$ cat src/rtl/single_pc_ctrl_pkg.sv
// Shared definitions for the PC sequencer: FSM state encoding, next-PC select codes
// and the instruction step size.
package single_pc_ctrl_pkg;

    typedef enum logic [1:0] {
        ST_BOOT  = 2'd0,
        ST_FETCH = 2'd1,
        ST_EXEC  = 2'd2,
        ST_HALT  = 2'd3
    } pc_state_t;

    typedef enum logic [2:0] {
        SEL_PLUS4  = 3'd0,
        SEL_BRANCH = 3'd1,
        SEL_JUMP   = 3'd2,
        SEL_JR     = 3'd3,
        SEL_TRAP   = 3'd4
    } pc_sel_t;

    localparam logic [31:0] PC_STEP = 32'd4;

    // Instructions are word aligned; redirect targets drop their byte offset.
    function automatic logic [31:0] pc_align(input logic [31:0] addr);
        return {addr[31:2], 2'b00};
    endfunction

endpackage

$ cat src/rtl/single_next_pc_sel.sv
// Combinational next-PC priority mux: trap > jr > jump > branch > PC+4.
// Trap leg exists only when PC_TRAP_EN is defined.
module single_next_pc_sel
    import single_pc_ctrl_pkg::*;
#(
    parameter logic [31:0] TRAP_VECTOR = 32'h0000_0180
) (
    input  logic [31:0] pc_plus4,
    input  logic        branch_taken,
    input  logic [31:0] branch_target,
    input  logic        jump,
    input  logic [31:0] jump_target,
    input  logic        jr,
    input  logic [31:0] jr_target,
`ifdef PC_TRAP_EN
    input  logic        trap,
`endif
    output logic [31:0] next_pc
);

    pc_sel_t sel;

    always_comb begin
        sel = SEL_PLUS4;
`ifdef PC_TRAP_EN
        if (trap)              sel = SEL_TRAP;
        else if (jr)           sel = SEL_JR;
`else
        if (jr)                sel = SEL_JR;
`endif
        else if (jump)         sel = SEL_JUMP;
        else if (branch_taken) sel = SEL_BRANCH;
    end

    always_comb begin
        next_pc = pc_plus4;
        case (sel)
            SEL_TRAP:   next_pc = pc_align(TRAP_VECTOR);
            SEL_JR:     next_pc = pc_align(jr_target);
            SEL_JUMP:   next_pc = pc_align(jump_target);
            SEL_BRANCH: next_pc = pc_align(branch_target);
            default:    next_pc = pc_plus4;
        endcase
    end

endmodule

$ cat src/rtl/single_pc_ctrl.sv
// Program-counter sequencer: PC register, BOOT/FETCH/EXEC/HALT fetch FSM, next-PC select.
// Optional trap redirect and EPC capture enabled by defining PC_TRAP_EN.
module single_pc_ctrl
    import single_pc_ctrl_pkg::*;
#(
    parameter logic [31:0] RESET_VECTOR = 32'h0000_0000,
    parameter logic [31:0] TRAP_VECTOR  = 32'h0000_0180
) (
    input  logic        clk,
    input  logic        rst_n,
    input  logic        i_stall,
    input  logic        i_halt,
    input  logic        i_branch_taken,
    input  logic [31:0] i_branch_target,
    input  logic        i_jump,
    input  logic [31:0] i_jump_target,
    input  logic        i_jr,
    input  logic [31:0] i_jr_target,
    input  logic        i_trap,
    input  logic        i_imem_ack,
    output logic        o_imem_req,
    output logic [31:0] o_pc,
    output logic [31:0] o_pc_plus4,
    output logic        o_instr_valid,
    output logic        o_halted,
    output logic [31:0] o_epc
);

    pc_state_t   state_reg, state_next;
    logic [31:0] pc_reg;
    logic [31:0] pc_next;
    logic        exec_go;

    // Redirects, halt and trap only take effect on an unstalled EXEC cycle.
    assign exec_go = (state_reg == ST_EXEC) && !i_stall;

    assign o_pc_plus4 = pc_reg + PC_STEP;

    single_next_pc_sel #(
        .TRAP_VECTOR (TRAP_VECTOR)
    ) u_next_pc_sel (
        .pc_plus4      (o_pc_plus4),
        .branch_taken  (i_branch_taken),
        .branch_target (i_branch_target),
        .jump          (i_jump),
        .jump_target   (i_jump_target),
        .jr            (i_jr),
        .jr_target     (i_jr_target),
`ifdef PC_TRAP_EN
        .trap          (i_trap),
`endif
        .next_pc       (pc_next)
    );

    always_ff @(posedge clk or negedge rst_n) begin
        if (!rst_n) begin
            state_reg <= ST_BOOT;
            pc_reg    <= RESET_VECTOR;
        end else begin
            state_reg <= state_next;
            if (exec_go)
                pc_reg <= pc_next;
        end
    end

    always_comb begin
        state_next = state_reg;
        case (state_reg)
            ST_BOOT:  state_next = ST_FETCH;
            ST_FETCH: if (i_imem_ack) state_next = ST_EXEC;
            ST_EXEC:  if (!i_stall) state_next = i_halt ? ST_HALT : ST_FETCH;
            ST_HALT:  state_next = ST_HALT;
            default:  state_next = ST_BOOT;
        endcase
    end

    assign o_pc          = pc_reg;
    assign o_imem_req    = (state_reg == ST_FETCH);
    assign o_instr_valid = (state_reg == ST_EXEC);
    assign o_halted      = (state_reg == ST_HALT);

`ifdef PC_TRAP_EN
    logic [31:0] epc_reg;

    always_ff @(posedge clk or negedge rst_n) begin
        if (!rst_n)
            epc_reg <= '0;
        else if (exec_go && i_trap)
            epc_reg <= pc_reg;
    end

    assign o_epc = epc_reg;
`else
    logic unused_trap;
    assign unused_trap = i_trap;
    assign o_epc       = '0;
`endif

endmodule

$ cat config.mk
export PLATFORM = sky130hd
export DESIGN_NAME = single_pc_ctrl
export DESIGN_NICKNAME = d
export VERILOG_FILES = /design/src/rtl/single_pc_ctrl_pkg.sv /design/src/rtl/single_next_pc_sel.sv /design/src/rtl/single_pc_ctrl.sv
export SDC_FILE = /design/constraint.sdc
export NUM_CORES = 1
export LEC_CHECK = 0
export CAP_MARGIN = 10
export CORE_AREA = 8 8 98 100
export CTS_BUF_LIST = sky130_fd_sc_hd__clkbuf_8
export DETAILED_ROUTE_END_ITERATION = 12
export DIE_AREA = 0 0 106 108
export PLACE_DENSITY = 0.88
export SLEW_MARGIN = 20
export SYNTH_ARGS = -nofsm -noshare
export SYNTH_HDL_FRONTEND = slang
export SYNTH_SLANG_ARGS = --single-unit
$ cat constraint.sdc
create_clock -name clk -period 3.4 [get_ports clk]
set_input_delay 0.51 -clock clk [delete_from_list [all_inputs] [get_ports clk]]
set_output_delay 0.51 -clock clk [all_outputs]
set_load 0.01 [all_outputs]
==> summary.txt <==
Worst setup path
  • Setup Crit Path Kind: reg2out
  • Data arrival, critical path: 2.76 ns
  • Worst-path fanout max: 6
  • Crit start category: flip-flop
  • CP Capture Type: output pin
  • Reg2Reg Launch Point: state_reg[0]
  • Crit path required time: a little under 3 ns
  • CP startpoint: o_pc[2]

Logic synthesis
  • Predominant post-synthesis flop cell: dfrtp_1
  • Top cells by area, synth: dfrtp_1 (24%), buf_4 (8.2%), a221oi_1 (7.4%)
  • Distinct cells, synth: 53
  • Share of the synthesized area in the top cell type: 24.2%
  • Synthesized area per cell: around 7.4 µm²
  • Post-synth ARST share: 100%
  • Synth warn: 0
  • Post-Syn Instances: 446
  • Post-synth EDFFs: 0
  • Mapped Area: 0.00331 mm²
  • Yosys reg bits: 32
  • Yosys top cell by area: dfrtp_1
  • Most frequent cell after synthesis: nor2_1
  • Sequential-to-total area share from yosys stat: 24.2%
  • Top cells by count, synth: nor2_1 (43), a21oi_1 (39), nand2_1 (37)

Min path
  • HP Start: o_pc[3]
  • Hold Crit Class: reg2reg

Pwr
  • Pleak: 0.00200 µW
  • Pwr Density: 404 mW/mm²
  • Max IR drop VDD: 0.000190 V

STA
  • F_max: slightly above 300 MHz
  • Slew Viols, Final: 0
  • RSZ-0062 raised after global routing: false
  • Slew headroom: 57.9%
  • Slew @ Worst Pin: roughly 0.63 ns
  • Final Cycle Share: 96.3%
  • Setup-failing EPs final: 0
  • Setup TNS Final: 0 ns
  • Fin Clk Skew: between 0.003 and 0.004 ns
  • Final Hold Viols: 0
  • Minimum clock period: approximately 3.3 ns
  • Hold_ws: 0.586 ns

Outcome
  • Status: complete, no violations

GRT
  • Initial antenna violation count: 0
  • GRT Residual Overflow: 0
  • First-pass GRT wire length: between 15000 and 20000 µm
  • Vias in the first global route: 3898
  • Largest net degree at the start of global routing: 62
  • GRT Overall Usage: 21.0%

Clock tree
  • Post-CTS Setup Repair Bufs: 0
  • Worst-Skew Late Latency: 0.28 ns
  • CTS clk-pin slew, worst paths: 0.07 ns
  • H-tree depth: 2
  • Hold-fix buffer count after cts: 0
  • Root Driver: clkbuf_8
  • CTS tree: yes
  • Post-CTS Resized: 0
  • Total CTS buffers: 5
  • CTS max path bufs: 2
  • Clock sinks: 32

Run
  • Max Cap Viol: 0

Placement
  • Area after DPL: 0.00483 mm²
  • Post-Place Cells: between 600 and 700
  • Port bufs: 160
  • GP Congestion: 0.910
  • Dpl hpwl: approximately 9800 µm

Route
  • Via-per-instance ratio: roughly 5.5
  • Routed Antenna Nets: 0
  • Wire length on met2: ~5700 µm
  • Metal3 WL: about 1100 µm
  • Initial DRC Count: 254
  • Routed WL per cell: 17.9 µm
  • Total routed wirelength: 12400 µm
  • DRC violations left: 0
  • Top sig layer: met4
  • Drt pass-1 iters: 5
  • DRT met1 WL: 5230 µm
  • Vias: between 3k and 4k

Layout
  • Area of the multi-input gates: between 0.002 and 0.0025 mm²
  • Layout Cells excl Fill: between 600 and 700
  • Area grow syn2layout: 48.7%
  • Largest register FFs: 30
  • Layout cells sized above 1: 4.60%
  • Layout net count: just under 700
  • Fill cells: 699
  • Sequential cell area: 801 µm²
  • Ant. Diodes: 0
  • Final Cell Area: slightly below 0.005 mm²

Floorplanning
  • DIE AREA: 0.0114 mm²
  • Die height: about 110 µm
  • Die width: 106 µm
  • CORE AREA: 0.00805 mm²
  • Num rows: 33
  • IO Count: 204
  • Initial core utilization: 41.1%
==> critical path: stages, from the launching register on <==
cell	delay, ns
dfrtp_1	0.45
ha_1	0.29
nand4_1	0.26
nor3_1	0.32
and3_1	0.28
nand4_1	0.15
xnor2_1	0.17
clkdlybuf4s50_1	0.56
==> path summary, 6_finish.rpt <==
| kind | cells after the start | to | slack (ns) |
|---|---|---|---|
| worst max register to register | 5 | o_pc[30] | 1.14 |
| worst min-delay path | 2 | o_pc[3] | 0.59 |
| max in group asynchronous | 2 | o_pc[27] | 2.45 |
| min in group asynchronous | 2 | o_pc[10] | 0.63 |
| worst max-delay path | 7 | o_pc_plus4[30] | 0.13 |
| worst min register to register | 2 | o_pc[3] | 0.59 |
==> cell families (layout without fill, tap and decap cells) <==
logic type,count (synthesis),count (layout),share of synthesized area [%]
AO/OA/AOI/OAI,133,133,28.0
XOR/XNOR,28,28,7.40
adder cells (fa/ha/maj),1,1,0.378
buffers and inverters,101,207,15.6
flip-flops,32,32,24.2
multiplexers,1,1,0.302
other,1,36,0.113
AND/OR/NAND/NOR,149,149,24.0
==> cell usage in the layout, fill, tap and decap left out, types with 6 or more instances in the layout <==
master,n
clkdlybuf4s50_1,158
nor2_1,43
a21oi_1,39
nand2_1,37
conb_1,36
inv_1,32
dfrtp_1,32
a221oi_1,28
xnor2_1,22
o21ai_0,15
and3_1,10
nand3_1,10
buf_4,9
nor3_1,8
a2bb2oi_1,8
a211oi_1,8
o22a_1,7
xor2_1,6
nand4_1,6
a31oi_1,6
a41oi_1,6
clkbuf_8,6
==> per-layer routing <==
metal / up-vias / global-route usage (%)
met1: 1762 / 26.8
met2: 225 / 34.3
met3: 21 / 5.00
met4: 0 / 7.14
met5: - / 0
li1: 1821 / -
==> power breakdown <==
group	internal [µW]	switching [µW]
sequential	476	205
combinational	585	423
clock	159	141
==> area by class of cell <==
class | instances | area share [%]
multi-input combinational | 348 | 43.3
tap | 105 | 2.67
clock buffer | 6 | 1.68
sequential | 32 | 16.3
timing repair buffer | 169 | 33.7
clock inverter | 2 | 0.152
inverter | 30 | 2.29
==> metrics by stage <==
stage / util, % / setup slack [ns] / power, µW
global placement: 60.0 / 0.515 / 1670
detailed placement: 60.0 / 0.454 / 1690
finish: 61.2 / 0.126 / 1990
CTS: 61.2 / 0.140 / 1990
floorplan: - / 1.13 / 1100
global route: 61.2 / 0.000383 / 2110
No activity file was read; power rests on OpenSTA's default activity.
